$ cat src/rtl/axi_stream_pkg.sv
// Shared sizing and types for the AXI-Stream byte-qualified packer.
package axi_stream_pkg;
  localparam int unsigned T_DATA_W  = 4;
  localparam int unsigned DATA_BITS = 8 * T_DATA_W;
  localparam int unsigned QDEPTH    = 2;
  localparam int unsigned PTR_W     = 1;

  typedef logic [PTR_W-1:0]             qptr_t;
  typedef logic [$clog2(QDEPTH+1)-1:0]  qcnt_t;

  // What the output register does on the coming edge.
  typedef enum logic [1:0] {
    ACT_IDLE,
    ACT_BYPASS,
    ACT_DRAIN,
    ACT_STALL
  } out_act_e;
endpackage

$ cat src/rtl/axi_byte_mask.sv
// Zeroes every byte of a word whose keep bit is clear.
module axi_byte_mask
  import axi_stream_pkg::*;
#(
  parameter int unsigned t_data_w = T_DATA_W
) (
  input  logic [8*t_data_w-1:0] data,
  input  logic [t_data_w-1:0]   keep,
  output logic [8*t_data_w-1:0] masked
);

  for (genvar i = 0; i < t_data_w; i++) begin : g_byte
    assign masked[8*i +: 8] = keep[i] ? data[8*i +: 8] : 8'h00;
  end

endmodule

$ cat src/rtl/axi_stream_f.sv
// Byte-qualified packer feeding a write FIFO, with a 2-entry queue to ride out full stalls.
module axi_stream_f
  import axi_stream_pkg::*;
#(
  parameter int unsigned t_data_w = T_DATA_W
) (
  input  logic                  aclk,
  input  logic                  aresetn,
  input  logic [t_data_w-1:0]   info_bits,
  input  logic [8*t_data_w-1:0] dsp_in_data,
  input  logic                  full,
  output logic [8*t_data_w-1:0] data_word,
  output logic                  w_en
);

  localparam int unsigned DW = 8 * t_data_w;
  localparam qcnt_t Q_FULL = qcnt_t'(QDEPTH);

  logic [DW-1:0] masked;
  logic          beat_valid;
  logic [DW-1:0] q_mem [QDEPTH];
  qptr_t         rd_ptr;
  qptr_t         wr_ptr;
  qcnt_t         count;
  out_act_e      act;
  logic          push;
  logic          pop;

  axi_byte_mask #(
    .t_data_w (t_data_w)
  ) u_mask (
    .data   (dsp_in_data),
    .keep   (info_bits),
    .masked (masked)
  );

  assign beat_valid = |info_bits;

  // An empty queue lets a beat bypass straight to the output register.
  always_comb begin
    act  = ACT_IDLE;
    push = 1'b0;
    pop  = 1'b0;
    if (full) begin
      act  = ACT_STALL;
      push = beat_valid && (count < Q_FULL);
    end else if (count != '0) begin
      act  = ACT_DRAIN;
      pop  = 1'b1;
      push = beat_valid;
    end else if (beat_valid) begin
      act  = ACT_BYPASS;
    end
  end

  always_ff @(posedge aclk or negedge aresetn) begin
    if (!aresetn) begin
      data_word <= '0;
      w_en      <= 1'b0;
      rd_ptr    <= '0;
      wr_ptr    <= '0;
      count     <= '0;
      for (int unsigned i = 0; i < QDEPTH; i++) q_mem[i] <= '0;
    end else begin
      case (act)
        ACT_BYPASS: begin
          data_word <= masked;
          w_en      <= 1'b1;
        end
        ACT_DRAIN: begin
          data_word <= q_mem[rd_ptr];
          w_en      <= 1'b1;
        end
        default: w_en <= 1'b0;
      endcase

      if (push) begin
        q_mem[wr_ptr] <= masked;
        wr_ptr        <= wr_ptr + 1'b1;
      end
      if (pop) rd_ptr <= rd_ptr + 1'b1;

      if (push && !pop)      count <= count + 1'b1;
      else if (pop && !push) count <= count - 1'b1;
    end
  end

endmodule

$ cat config.mk
export PLATFORM = sky130hd
export DESIGN_NAME = axi_stream_f
export DESIGN_NICKNAME = d
export VERILOG_FILES = /design/src/rtl/axi_stream_pkg.sv /design/src/rtl/axi_byte_mask.sv /design/src/rtl/axi_stream_f.sv
export SDC_FILE = /design/constraint.sdc
export NUM_CORES = 1
export LEC_CHECK = 0
export ABC_AREA = 1
export CORE_MARGIN = 4
export CORE_UTILIZATION = 59
export CTS_BUF_LIST = sky130_fd_sc_hd__clkbuf_8 sky130_fd_sc_hd__clkbuf_16
export CTS_CLUSTER_DIAMETER = 120
export DETAILED_ROUTE_END_ITERATION = 16
export PLACE_DENSITY = 0.85
export SYNTH_ARGS = -nofsm -noshare
export SYNTH_HDL_FRONTEND = slang
export SYNTH_HIERARCHICAL = 1
export SYNTH_SLANG_ARGS = --single-unit
$ cat constraint.sdc
create_clock -name aclk -period 4.48 [get_ports aclk]
set_input_delay 0.896 -clock aclk [delete_from_list [all_inputs] [get_ports aclk]]
set_output_delay 0.896 -clock aclk [all_outputs]
set_load 0.01 [all_outputs]
==> metrics.txt, run 1 <==
largest net degree at the start of global routing=between 70 and 80; Mapped Cells=727; Critical Path Start Type=input port; final hold vios=0; switching pwr=1.60 mW; relative slew slack=0.196; area of the mapped netlist=a little over 0.005 mm2; vias in the first global route=~4800; DIE AREA=between 0.01 and 0.015 mm2; initial antenna violation count=0; Final Critical Period=3.04 ns; commonest non-fill, non-tap cell in the layout=nand2_1; final RePlAce weighted congestion=a little under 0.8; pre-CTS setup slack=about 1.1 ns; most used cell, CP=nand2_1; Leak Pwr=approximately 3.5 nW; Hold Path Stages=2; io pins=72; Crit. End Element=flip-flop; drt initial violations=512; post-synthesis sequential area ratio=0.490; post-route insts no fill=~880; detailed-placement wirelength estimate=7.99 mm; Tcrit/Tclk final=0.678; Worst path slowest cell=inv_1; layout filler cell count=around 690; grt ovf=0; Num CTS Buffers=9; Die Width=approximately 100 um; synthesis-to-layout area growth=17.2%; post-synthesis register bit count=just over 100; H-tree levels=3; Core Util, Final=0.722; root buf cell=clkbuf_8; Int Pwr=2.18 mW; clk sinks=101; first-pass GRT wire length=~23 mm; Syn. warnings=6; placed cells=860; post-synth net total=approximately 770; switching part of the total power=0.424; Tightest Pin Transition=about 1.2 ns; post-CTS setup buffer count=0; Setup Skew=about 0.011 ns; Comb pwr share=0.425; worst ir drop on vdd=0.000426 V; Worst path max stage delay=between 0.7 and 0.8 ns; Flop pwr share=0.413; clock-pin slew of the registers on the worst-case setup and hold paths=approximately 0.10 ns; WP data arrival=roughly 3.3 ns; setup TNS=0 ns; Clock Power Share=0.162; GRT Overall Usage=0.275; Synth Area per Inst=around 7 um2; antenna diode count=0; Initial Utilization=0.616; Rows=33; status=completed; Longest Clk Path Bufs=2; worst-skew pair later-pin latency=roughly 0.37 ns; hold_buf cts=0; WL/cell=about 15 um; Resized Gates After CTS=0; worst hold slack=roughly 0.48 ns; critical path depth in cells=9; Finish-stage setup viols=0; CTS tree=yes; DRC=0; CP bufs+invs=4; WP data required=4.74 ns; CP max FO=68; setup ws final=~1.4 ns; Worst Setup Path Type=input port to flip-flop; core area=between 0.008 and 0.009 mm2; chip height=between 100 and 150 um; crit path cell chain=clkdlybuf4s50_1, inv_1, o21ai_4, buf_4, inv_1, nand2_1, nand2_1, nand2_1, nand2_1; Routed WL=13.5 mm; Antenna Violating Nets Remaining=0; layout cell share with drive strength beyond 1=0.0402; first drt pass iteration count=5; commonest non-fill, non-tap cells in the layout=nand2_1, dfrtp_1, clkdlybuf4s50_1, nand4_1, inv_1; nets@finish=between 800 and 900; Synth cell types=14; Vias/cell=between 5 and 6; # Max-Cap Violations=0; fin. max-slew vios=0; FF-to-FF path depth=7; via count=roughly 5000; maximum clock rate=roughly 330 MHz; unrepaired setup endpoints after global routing=no; PwrDens=~620 mW/mm2; port bufs=between 70 and 80; worst min path class=flip-flop to flip-flop; Crit path max-delay family=buffers and inverters
## final timing paths
kind	startpoint	to	slack, ns
max in group asynchronous	aresetn	data_word[3]$_DFFE_PN0P_	2.88
min in group asynchronous	aresetn	data_word[8]$_DFFE_PN0P_	0.66
setup / recovery	full	data_word[24]$_DFFE_PN0P_	1.44
setup reg to reg	count[0]$_DFFE_PN0P_	data_word[24]$_DFFE_PN0P_	2.00
hold / removal	q_mem[29]$_DFFE_PN0P_	q_mem[29]$_DFFE_PN0P_	0.48
hold reg to reg	q_mem[29]$_DFFE_PN0P_	q_mem[29]$_DFFE_PN0P_	0.48
## cell usage after synthesis (all sizes together)
library cell / n / area share
nor2: 4 / 0.0029
xnor2: 1 / 0.0017
o21ai: 1 / 0.0017
inv: 39 / 0.028
dfrtp: 101 / 0.49
clkbuf: 17 / 0.012
buf: 37 / 0.037
nand2: 426 / 0.31
nand4: 64 / 0.078
xor2: 2 / 0.0034
nand3: 34 / 0.033
ha: 1 / 0.0024
## metal layers
| metal | up-vias | part of all wire | global-route usage |
|---|---|---|---|
| met5 | - | 0 | 0 |
| met4 | 0 | 0.026 | 0.132 |
| met3 | 39 | 0.10 | 0.0523 |
| met2 | 263 | 0.47 | 0.427 |
| met1 | 2370 | 0.40 | 0.374 |
| li1 | 2348 | - | - |
## power groups by stage
stage / combinational [mW] / clock, mW / sequential (mW)
5_1_grt: 1.79 / 0.653 / 1.60
6_report: 1.61 / 0.611 / 1.56
3_3_place_gp: 1.54 / 0 / 1.55
4_1_cts: 1.60 / 0.616 / 1.55
3_5_place_dp: 1.59 / 0 / 1.57
2_1_floorplan: 1.02 / 0 / 1.55
## flip-flops by register name, summed over array words and instances, names as in the netlist
signal	count
rd_ptr	1
wr_ptr	1
q_mem	64
count	2
data_word	32
w_en	1
## worst reg2reg max path, cell delays in order, from the launching register on
cell and delay (ns):
dfrtp_1 0.44, o21ai_4 0.15, buf_4 0.60, inv_1 0.75, nand2_1 0.24, nand2_1 0.07, nand2_1 0.07, nand2_1 0.06
## final cells by class
class	count	area, um2	area share
clock buffers	10	138	0.0228
clock inverters	6	70.1	0.0116
well taps	105	131	0.0217
repair buffers	82	791	0.131
flip-flops and latches	101	2530	0.418
inverters	39	146	0.0242
multi-input cells	533	2240	0.371
## through the flow
stage	power (mW)	instance area, um2
floorplan	2.57	5160
global placement	3.09	5840
detailed placement	3.16	5840
CTS	3.77	6050
global route	4.05	6050
finish	3.78	6050
## kinds of logic after synthesis
group,after synthesis,share of synthesized area
adder cells (fa/ha/maj),1,0.00242
AO/OA/AOI/OAI,1,0.00170
XOR/XNOR,3,0.00509
AND/OR/NAND/NOR,528,0.423
flip-flops,101,0.490
buffers and inverters,93,0.0778
No activity file was read; power rests on OpenSTA's default activity.
==> run 2: changes to the inputs <==
--- a/config.mk
+++ b/config.mk
@@ -7,11 +7,11 @@
 export LEC_CHECK = 0
 export ABC_AREA = 1
 export CORE_MARGIN = 4
-export CORE_UTILIZATION = 59
+export CORE_UTILIZATION = 50
 export CTS_BUF_LIST = sky130_fd_sc_hd__clkbuf_8 sky130_fd_sc_hd__clkbuf_16
 export CTS_CLUSTER_DIAMETER = 120
 export DETAILED_ROUTE_END_ITERATION = 16
-export PLACE_DENSITY = 0.85
+export PLACE_DENSITY = 0.77
 export SYNTH_ARGS = -nofsm -noshare
 export SYNTH_HDL_FRONTEND = slang
 export SYNTH_HIERARCHICAL = 1
==> constraint.sdc (replaced) <==
create_clock -name aclk -period 2.5 [get_ports aclk]
set_input_delay 0.5 -clock aclk [delete_from_list [all_inputs] [get_ports aclk]]
set_output_delay 0.5 -clock aclk [all_outputs]
set_load 0.01 [all_outputs]
==> run 2 against run 1 <==
Register-to-register slack lost 1.2 ns; die area up 17%; critical endpoint is now q_mem[0]$_DFFE_PN0P_; first-iteration DRC count shrank 36%; power grew 78%; routed wire length decreased by 3.1%; sequential power rose by 77%; sequential cell count is the same; combinational power rose by 81%; critical path depth down 1; utilization decreased by 9.6 points; cell count is 4.9% higher; global-route usage down 4.6 points.
==> metrics.txt, run 2 (synthesis results as in run 1) <==
crit path cell chain=clkdlybuf4s50_1, nor2_1, nand2_2, buf_12, nand3_1, buf_4, nand2_1, nand2_1; port bufs=about 70; Crit. End Element=flip-flop; Longest Clk Path Bufs=2; met1 usage in global routing=0.320; status=completed; Tcrit/Tclk final=0.784; Finish-stage setup viols=0; busiest grt layer=met2; first-pass GRT wire length=21.8 mm; PwrDens=around 1100 mW/mm2; worst hold slack=approximately 0.13 ns; worst min path class=input port to asynchronous set/reset pin; final hold vios=0; setup TNS=0 ns; max reg flops=64; grt ovf=0; antenna diode count=0; WP data required=~2.8 ns; DRC=0; FF-to-FF Start=count[0]$_DFFE_PN0P_; hold_buf cts=0; chip height=around 110 um; WL/cell=14.2 um; Worst Setup Path Type=input port to flip-flop; Resized Gates After CTS=0; critical path depth in cells=8; R2R Path End=count[1]$_DFFE_PN0P_; drt initial violations=330; Crit path max-delay family=buffers and inverters; r2r setup slk=0.78 ns; Tightest Pin Transition=about 0.57 ns; fin. max-slew vios=0; Final Critical Period=1.96 ns; CP max FO=67; post-CTS setup buffer count=0; Largest regs=q_mem: 64 flops, data_word: 32 flops, count: 2 flops; Num CTS Buffers=9; most used cell, CP=nand2_1; initial antenna violation count=0; commonest non-fill, non-tap cell in the layout=nand2_1; largest net degree at the start of global routing=just under 70; layout cell share with drive strength beyond 1=0.0560; Initial Utilization=0.521; most flop-heavy register=q_mem; commonest non-fill, non-tap cells in the layout=nand2_1, dfrtp_1, clkdlybuf4s50_1, nand4_1, inv_1; H-tree levels=3; nets@finish=just over 800; WP data arrival=2.22 ns; vias in the first global route=about 4500; Die Width=between 100 and 150 um; via count=between 4000 and 5000; # Max-Cap Violations=0; dpl cell area=~0.006 mm2; Vias/cell=~5.3; Critical Path Start Type=input port; detailed-placement wirelength estimate=approximately 8.7 mm; worst ir drop on vdd=~0.00057 V; root buf cell=clkbuf_8; clock-pin slew of the registers on the worst-case setup and hold paths=~0.09 ns; Rows=36; worst-skew pair later-pin latency=about 0.36 ns; DIE AREA=0.0120 mm2; FF-to-FF path depth=8; synthesis-to-layout area growth=20.1%; clk sinks=101; Routed WL=about 13 mm; relative slew slack=0.619; cell area after layout=roughly 0.0062 mm2; Worst path slowest cell=clkdlybuf4s50_1; final RePlAce weighted congestion=0.851; maximum clock rate=between 500 and 600 MHz; unrepaired setup endpoints after global routing=no; Setup Skew=0.00942 ns; Antenna Violating Nets Remaining=0; core area=about 0.01 mm2; Worst path max stage delay=between 0.5 and 0.6 ns; CTS tree=yes; total power=approximately 6.7 mW; first drt pass iteration count=4; CP bufs+invs=3; met3 GRT Util=0.0358; GRT Overall Usage=0.230; io pins=72; Leak Pwr=3.56 nW; met2 global-route usage=0.374
run 2: cell count changes in the layout (fill, tap and decap cells not counted), sizes merged:
| cell | change |
|---|---|
| buf | +16 |
| clkinv | +1 |
| clkinvlp | -2 |
run 2: stage by stage:
step           std cells  setup slack [ns]   util
2_1_floorplan        727             0.772      -
3_3_place_gp         904             0.261  0.606
3_5_place_dp         904             0.192  0.606
4_1_cts              919             0.586  0.626
5_1_grt              919             0.439  0.626
6_report             919             0.541  0.626
run 2: layout make-up:
cell class | instances | area, um2
Tap cell | 133 | 166
Multi-Input combinational cell | 533 | 2240
Fill cell | 908 | 3710
Clock buffer | 10 | 138
Timing Repair Buffer | 98 | 923
Sequential cell | 101 | 2530
Inverter | 39 | 146
Clock inverter | 5 | 53.8
run 2: worst max-delay path by stage:
stage	slack (ns)	from	endpoint
floorplan	0.77	full	count[1]$_DFFE_PN0P_
global placement	0.26	info_bits[1]	q_mem[3]$_DFFE_PN0P_
detailed placement	0.19	info_bits[1]	q_mem[1]$_DFFE_PN0P_
CTS	0.59	info_bits[1]	q_mem[1]$_DFFE_PN0P_
global route	0.44	info_bits[1]	q_mem[25]$_DFFE_PN0P_
finish	0.54	info_bits[1]	q_mem[0]$_DFFE_PN0P_
run 2: power breakdown:
part           leakage [nW]  internal [mW]  switching (mW)  total, mW
Sequential             1.31           2.35           0.410       2.76
Clock                 0.101          0.480           0.547       1.03
Combinational          2.15           1.13            1.79       2.92
run 2: routing by layer:
layer  share of wire  vias up
met5               0        -
met4           0.011        0
met3           0.075       13
met2            0.48      195
met1            0.43     2273
li1                -     2381
run 2: worst reg2reg max path, delay by kind of cell, from the launching register on:
family | cells | cell delay [ns]
compound gates | 1 | 0.23
xor+xnor | 1 | 0.14
fa+ha+maj | 1 | 0.31
buf+inv | 1 | 0.06
flops | 1 | 0.44
simple gates | 4 | 0.44
==> edit 1: new RTL, settings of run 2 <==
`QDEPTH`: 2 -> 4.
--- a/src/rtl/axi_stream_pkg.sv
+++ b/src/rtl/axi_stream_pkg.sv
@@ -2,7 +2,7 @@
 package axi_stream_pkg;
   localparam int unsigned T_DATA_W  = 4;
   localparam int unsigned DATA_BITS = 8 * T_DATA_W;
-  localparam int unsigned QDEPTH    = 2;
+  localparam int unsigned QDEPTH    = 4;
   localparam int unsigned PTR_W     = 1;
 
   typedef logic [PTR_W-1:0]             qptr_t;
Function: changed (Yosys sat finds a counterexample within 10 cycles, from zero or initial values and one cycle with aresetn low).
==> edit 1 against run 2 <==
- worst setup slack worse by 0.26 ns
- core utilization down 2.0 points
- wire length up 12%
- synthesized area up 8.6%
- hold slack worse by 0.029 ns
- final area up 6.4%
- sequential cell count up 1
- largest power group unchanged
- critical path type unchanged
- total power up 7.3%
==> edit 1: results (changes against run 2) <==
| Metric | Value |
|---|---|
| Worst reg2reg endpoint | count[1] (unchanged) |
| Vias per inst | 5.33 (was 5.29) |
| Pre-CTS WS | -0.106 ns (was 0.192 ns) |
| Detailed Routing Iterations Pass 1 | 5 (was 4) |
| LEAKAGE | 3.74 nW (was 3.56 nW) |
| Peak supply drop | 0.738 mV (was 0.571 mV) |
| Met3 usage | 3.71% (was 3.58%) |
| Commonest cells in the synthesized netlist | nand2_1, inv_1, dfrtp_1, nand3_1, nand4_1 (was nand2_1, dfrtp_1, nand4_1, inv_1, nand3_1) |
| Layout cell share with drive strength beyond 1 | 6.20% (was 5.60%) |
| Syn Nets | 838 (was 767) |
| Total GRT Usage | 23.3% (was 23.0%) |
| Crit path max fanout | 2 (was 67) |
| Cell variety after synth | 25 (was 14) |
| Largest net degree at the start of global routing | 65 (was 68) |
| Final Cycle Share | 88.8% (was 78.4%) |
| Net count, final | 891 (was 822) |
| Vias in the first global route | 5334 (was 4535) |
| Iteration-0 DRC count of the detailed router | 365 (was 330) |
| Post-Route WL | 14.6 mm (was 13.1 mm) |
| DP HPWL | 9.16 mm (was 8.72 mm) |
| Top cells by area, synth | dfrtp_1, nand2_1, inv_1, nand3_1, nand4_1 (was dfrtp_1, nand2_1, nand4_1, nand3_1, inv_1) |
| Worst Setup EP | count[2] (was q_mem[0]) |
| H-tree levels | 3 (unchanged) |
| Worst-margin pin slew | 0.682 ns (was 0.572 ns) |
| Setup slack, reg-to-reg | 0.58 ns (was 0.78 ns) |
| Global-route wire length before repair | 24.7 mm (was 21.8 mm) |
| Clock Pin Slew Worst Setup and Hold Paths | 0.10 ns |
| Initial antenna violation count | 0 (unchanged) |
| Routability congestion estimate | 0.826 (was 0.851) |
| Status | finished, final reports clean (unchanged) |
| Global routing usage on met2 | 39.7% (was 37.4%) |
| FILL cells | 1004 (was 908) |
| Max clock buf depth | 2 (unchanged) |
| Layout Skew | 0.00693 ns (was 0.00942 ns) |
| Met1 Use GR | 30.6% (was 32.0%) |
| Sequential fraction of the synthesis area | 45.5% (was 49.0%) |
| Top flop regs | q_mem: 64 flops, data_word: 32 flops, count: 3 flops (was q_mem: 64 flops, data_word: 32 flops, count: 2 flops) |
[edit 1: kinds of logic after synthesis]
| logic type | share of synthesized area, % |
|---|---|
| AO/OA/AOI/OAI | 0.312 |
| XOR/XNOR | 0.469 |
| adder cells (fa/ha/maj) | 0.580 |
| buffers and inverters | 14.3 |
| flip-flops | 45.5 |
| multiplexers | 0.201 |
| AND/OR/NAND/NOR | 38.6 |
[edit 1: power by group]
part,switching (W),internal [W],total (W)
registers,0.000375,0.00230,0.00268
logic,0.00215,0.00139,0.00354
clock network,0.000591,0.000387,0.000978
[edit 1: per-stage QoR]
stage                     std cells  util [%]  area [um2]
after floorplan                 797         -        5600
after global placement          979      59.0        6420
after detailed placement        979      59.0        6420
after CTS                       995      60.6        6600
after global routing            995      60.6        6600
final                           995      60.6        6600
[edit 1: cell type report]
| cell class | count | area (um2) | area share [%] |
|---|---|---|---|
| clock inverters | 6 | 37.5 | 0.569 |
| flip-flops and latches | 102 | 2550 | 38.7 |
| multi-input cells | 504 | 2260 | 34.3 |
| clock buffers | 10 | 138 | 2.09 |
| inverters | 134 | 503 | 7.62 |
| repair buffers | 99 | 931 | 14.1 |
| well taps | 140 | 175 | 2.65 |
[edit 1: layer usage]
layer,up-vias,routed length (um),share of wire (%)
li1,2566,-,-
met1,2499,6100,42
met2,207,7170,49
met3,29,1110,7.6
met4,0,247,1.7
met5,-,0,0
[edit 1: critical path, stage by stage]
cell and delay [ns]:
clkdlybuf4s50_1 0.49, nor2_1 0.06, buf_4 0.16, a21boi_4 0.15, nand2_1 0.08, inv_1 0.06, ha_1 0.14, inv_1 0.06
fa_1 0.38, a21oi_1 0.15, o21ai_0 0.11, xor2_1 0.15
[edit 1: how the worst min path moves through the flow]
stage / slack, ns / from / end
after detailed placement: 0.47 / q_mem[66] / q_mem[66]
after floorplan: 0.20 / aresetn / count[0]
final: 0.10 / aresetn / q_mem[66]
after global placement: 0.46 / q_mem[127] / q_mem[127]
after global routing: 0.14 / aresetn / q_mem[123]
after CTS: 0.12 / aresetn / q_mem[66]
==> edit 2: new RTL, flow settings as in run 2 <==
Without the edit above. Reset style: synchronous (`aresetn`), changed in one clocked block.
--- a/src/rtl/axi_stream_f.sv
+++ b/src/rtl/axi_stream_f.sv
@@ -53,7 +53,7 @@
     end
   end
 
-  always_ff @(posedge aclk or negedge aresetn) begin
+  always_ff @(posedge aclk) begin
     if (!aresetn) begin
       data_word <= '0;
       w_en      <= 1'b0;
Behaviour: differs if aresetn is asserted again (counterexample within 4 cycles, from zero or initial values and one cycle with aresetn low); with aresetn held inactive, the same outputs for 4 cycles.
==> edit 2 against run 2 <==
- cell count decreased by 22%
- count of clock-buffer cells in the layout shrank 1
- sequential cell count increased by 1
- synthesized area fell by 11%
- total power fell by 19%
- die area down 9.9%
- worst setup slack worse by 0.074 ns
- wire length decreased by 17%
- sequential power fell by 16%
- final area fell by 8.3%
==> edit 2: results (changes against run 2) <==
| Metric | Value |
|---|---|
| DP Cell Count | 697 (was 904) |
| Syn Nets | 571 (was 767) |
| Net count, final | 641 (was 822) |
| WL/cell | 15.1 um (was 14.2 um) |
| Vias in the first global route | 3839 (was 4535) |
| Final Max Slew Viols | 0 (unchanged) |
| Post-synth EDFFs | 64 (was 0) |
| Fraction of registers with async set/reset | 0% (was 100%) |
| DP HPWL | 7.05 mm (was 8.72 mm) |
| Post_cts resized | 0 (unchanged) |
| Total GRT Usage | 20.0% (was 23.0%) |
| Mean Syn Cell Area | 8.70 um2 (was 7.10 um2) |
| FMAX | 492 MHz (was 511 MHz) |
| Routability congestion estimate | 0.777 (was 0.851) |
| Post-Route WL | 10.8 mm (was 13.1 mm) |
| Status | finished, final reports clean (unchanged) |
| Arrival time worst endpoint | 2.32 ns (was 2.22 ns) |
| Reg-to-Reg Start | count[1] (was count[0]) |
| Layout cell share with drive strength beyond 1 | 7.93% (was 5.60%) |
| LEAKAGE | 2.37 nW (was 3.56 nW) |
| Largest net degree at the start of global routing | 35 (was 68) |
| Top cells by area, synth | edfxtp_1, dfxtp_1, nor2_1, a21oi_1, o21ai_0 (was dfrtp_1, nand2_1, nand4_1, nand3_1, inv_1) |
| Cell variety after synth | 24 (was 14) |
| Iteration-0 DRC count of the detailed router | 256 (was 330) |
| Worst Setup SP | full (was info_bits[1]) |
| Global-route wire length before repair | 17.6 mm (was 21.8 mm) |
| Rel. slew slack | 38.1% (was 61.9%) |
| Clk root buf | clkbuf_8 (unchanged) |
| Commonest cells in the synthesized netlist | nor2_1, inv_1, a21oi_1, edfxtp_1, o21ai_0 (was nand2_1, dfrtp_1, nand4_1, inv_1, nand3_1) |
| Hold Crit Class | reg -> reg (was in -> async) |
| Crit path max fanout | 19 (was 67) |
| Layout Skew | 0.00724 ns (was 0.00942 ns) |
| Post-CTS setup buffers | 0 (unchanged) |
| Sequential fraction of the synthesis area | 58.2% (was 49.0%) |
| Via count | 3714 (was 4862) |
| Setup slack, reg-to-reg | 0.80 ns (was 0.78 ns) |
| Clock Pin Slew Worst Setup and Hold Paths | 0.09 ns (about the same) |
| Peak supply drop | 0.551 mV (was 0.571 mV) |
| Synth Flop Type | edfxtp_1 (was dfrtp_1) |
[edit 2: where the power goes]
part	leakage (nW)	switching, W	internal (W)	total (W)
sequential	0.986	0.000146	0.00217	0.00232
clock	0.100	0.000555	0.000557	0.00111
combinational	1.29	0.00120	0.000813	0.00201
[edit 2: path summary, 6_finish.rpt]
| kind | to | depth (start not counted) |
|---|---|---|
| hold / removal | data_word[26] | 2 |
| setup reg to reg | data_word[15] | 7 |
| hold reg to reg | data_word[26] | 2 |
| setup / recovery | data_word[15] | 9 |
[edit 2: per-stage QoR]
stage / setup WS (ns) / hold WS (ns) / instance area [um2] / power [W]
after global placement: 0.184 / 0.494 / 5470 / 0.00428
after floorplan: 0.371 / 0.472 / 4610 / 0.00355
after detailed placement: 0.0745 / 0.504 / 5470 / 0.00435
after global routing: 0.334 / 0.542 / 5680 / 0.00578
final: 0.467 / 0.527 / 5680 / 0.00544
after CTS: 0.467 / 0.527 / 5680 / 0.00547
[edit 2: cells by family after synthesis]
kind of cell | synth area share (%)
buffers and inverters | 10.5
xor gates and xnor gates | 0.190
adders and majority gates | 0.543
DFF | 58.2
AOI/OAI and AO/OA | 14.5
and+or+nand+nor | 16.1
[edit 2: layer usage]
metal  part of all wire, %  global-route usage, %  vias up
met5                     0                      0        -
met4                   1.3                   8.64        0
met3                   7.6                   4.84       14
met2                    49                   33.5      154
met1                    42                   24.6     1705
li1                      -                      -     1841
[edit 2: layout make-up]
type	instances	area (um2)
flip-flops and latches	102	2680
repair buffers	93	926
multi-input cells	319	1450
inverters	75	282
fillers	726	3160
well taps	108	135
clock inverters	7	90.1
clock buffers	9	124
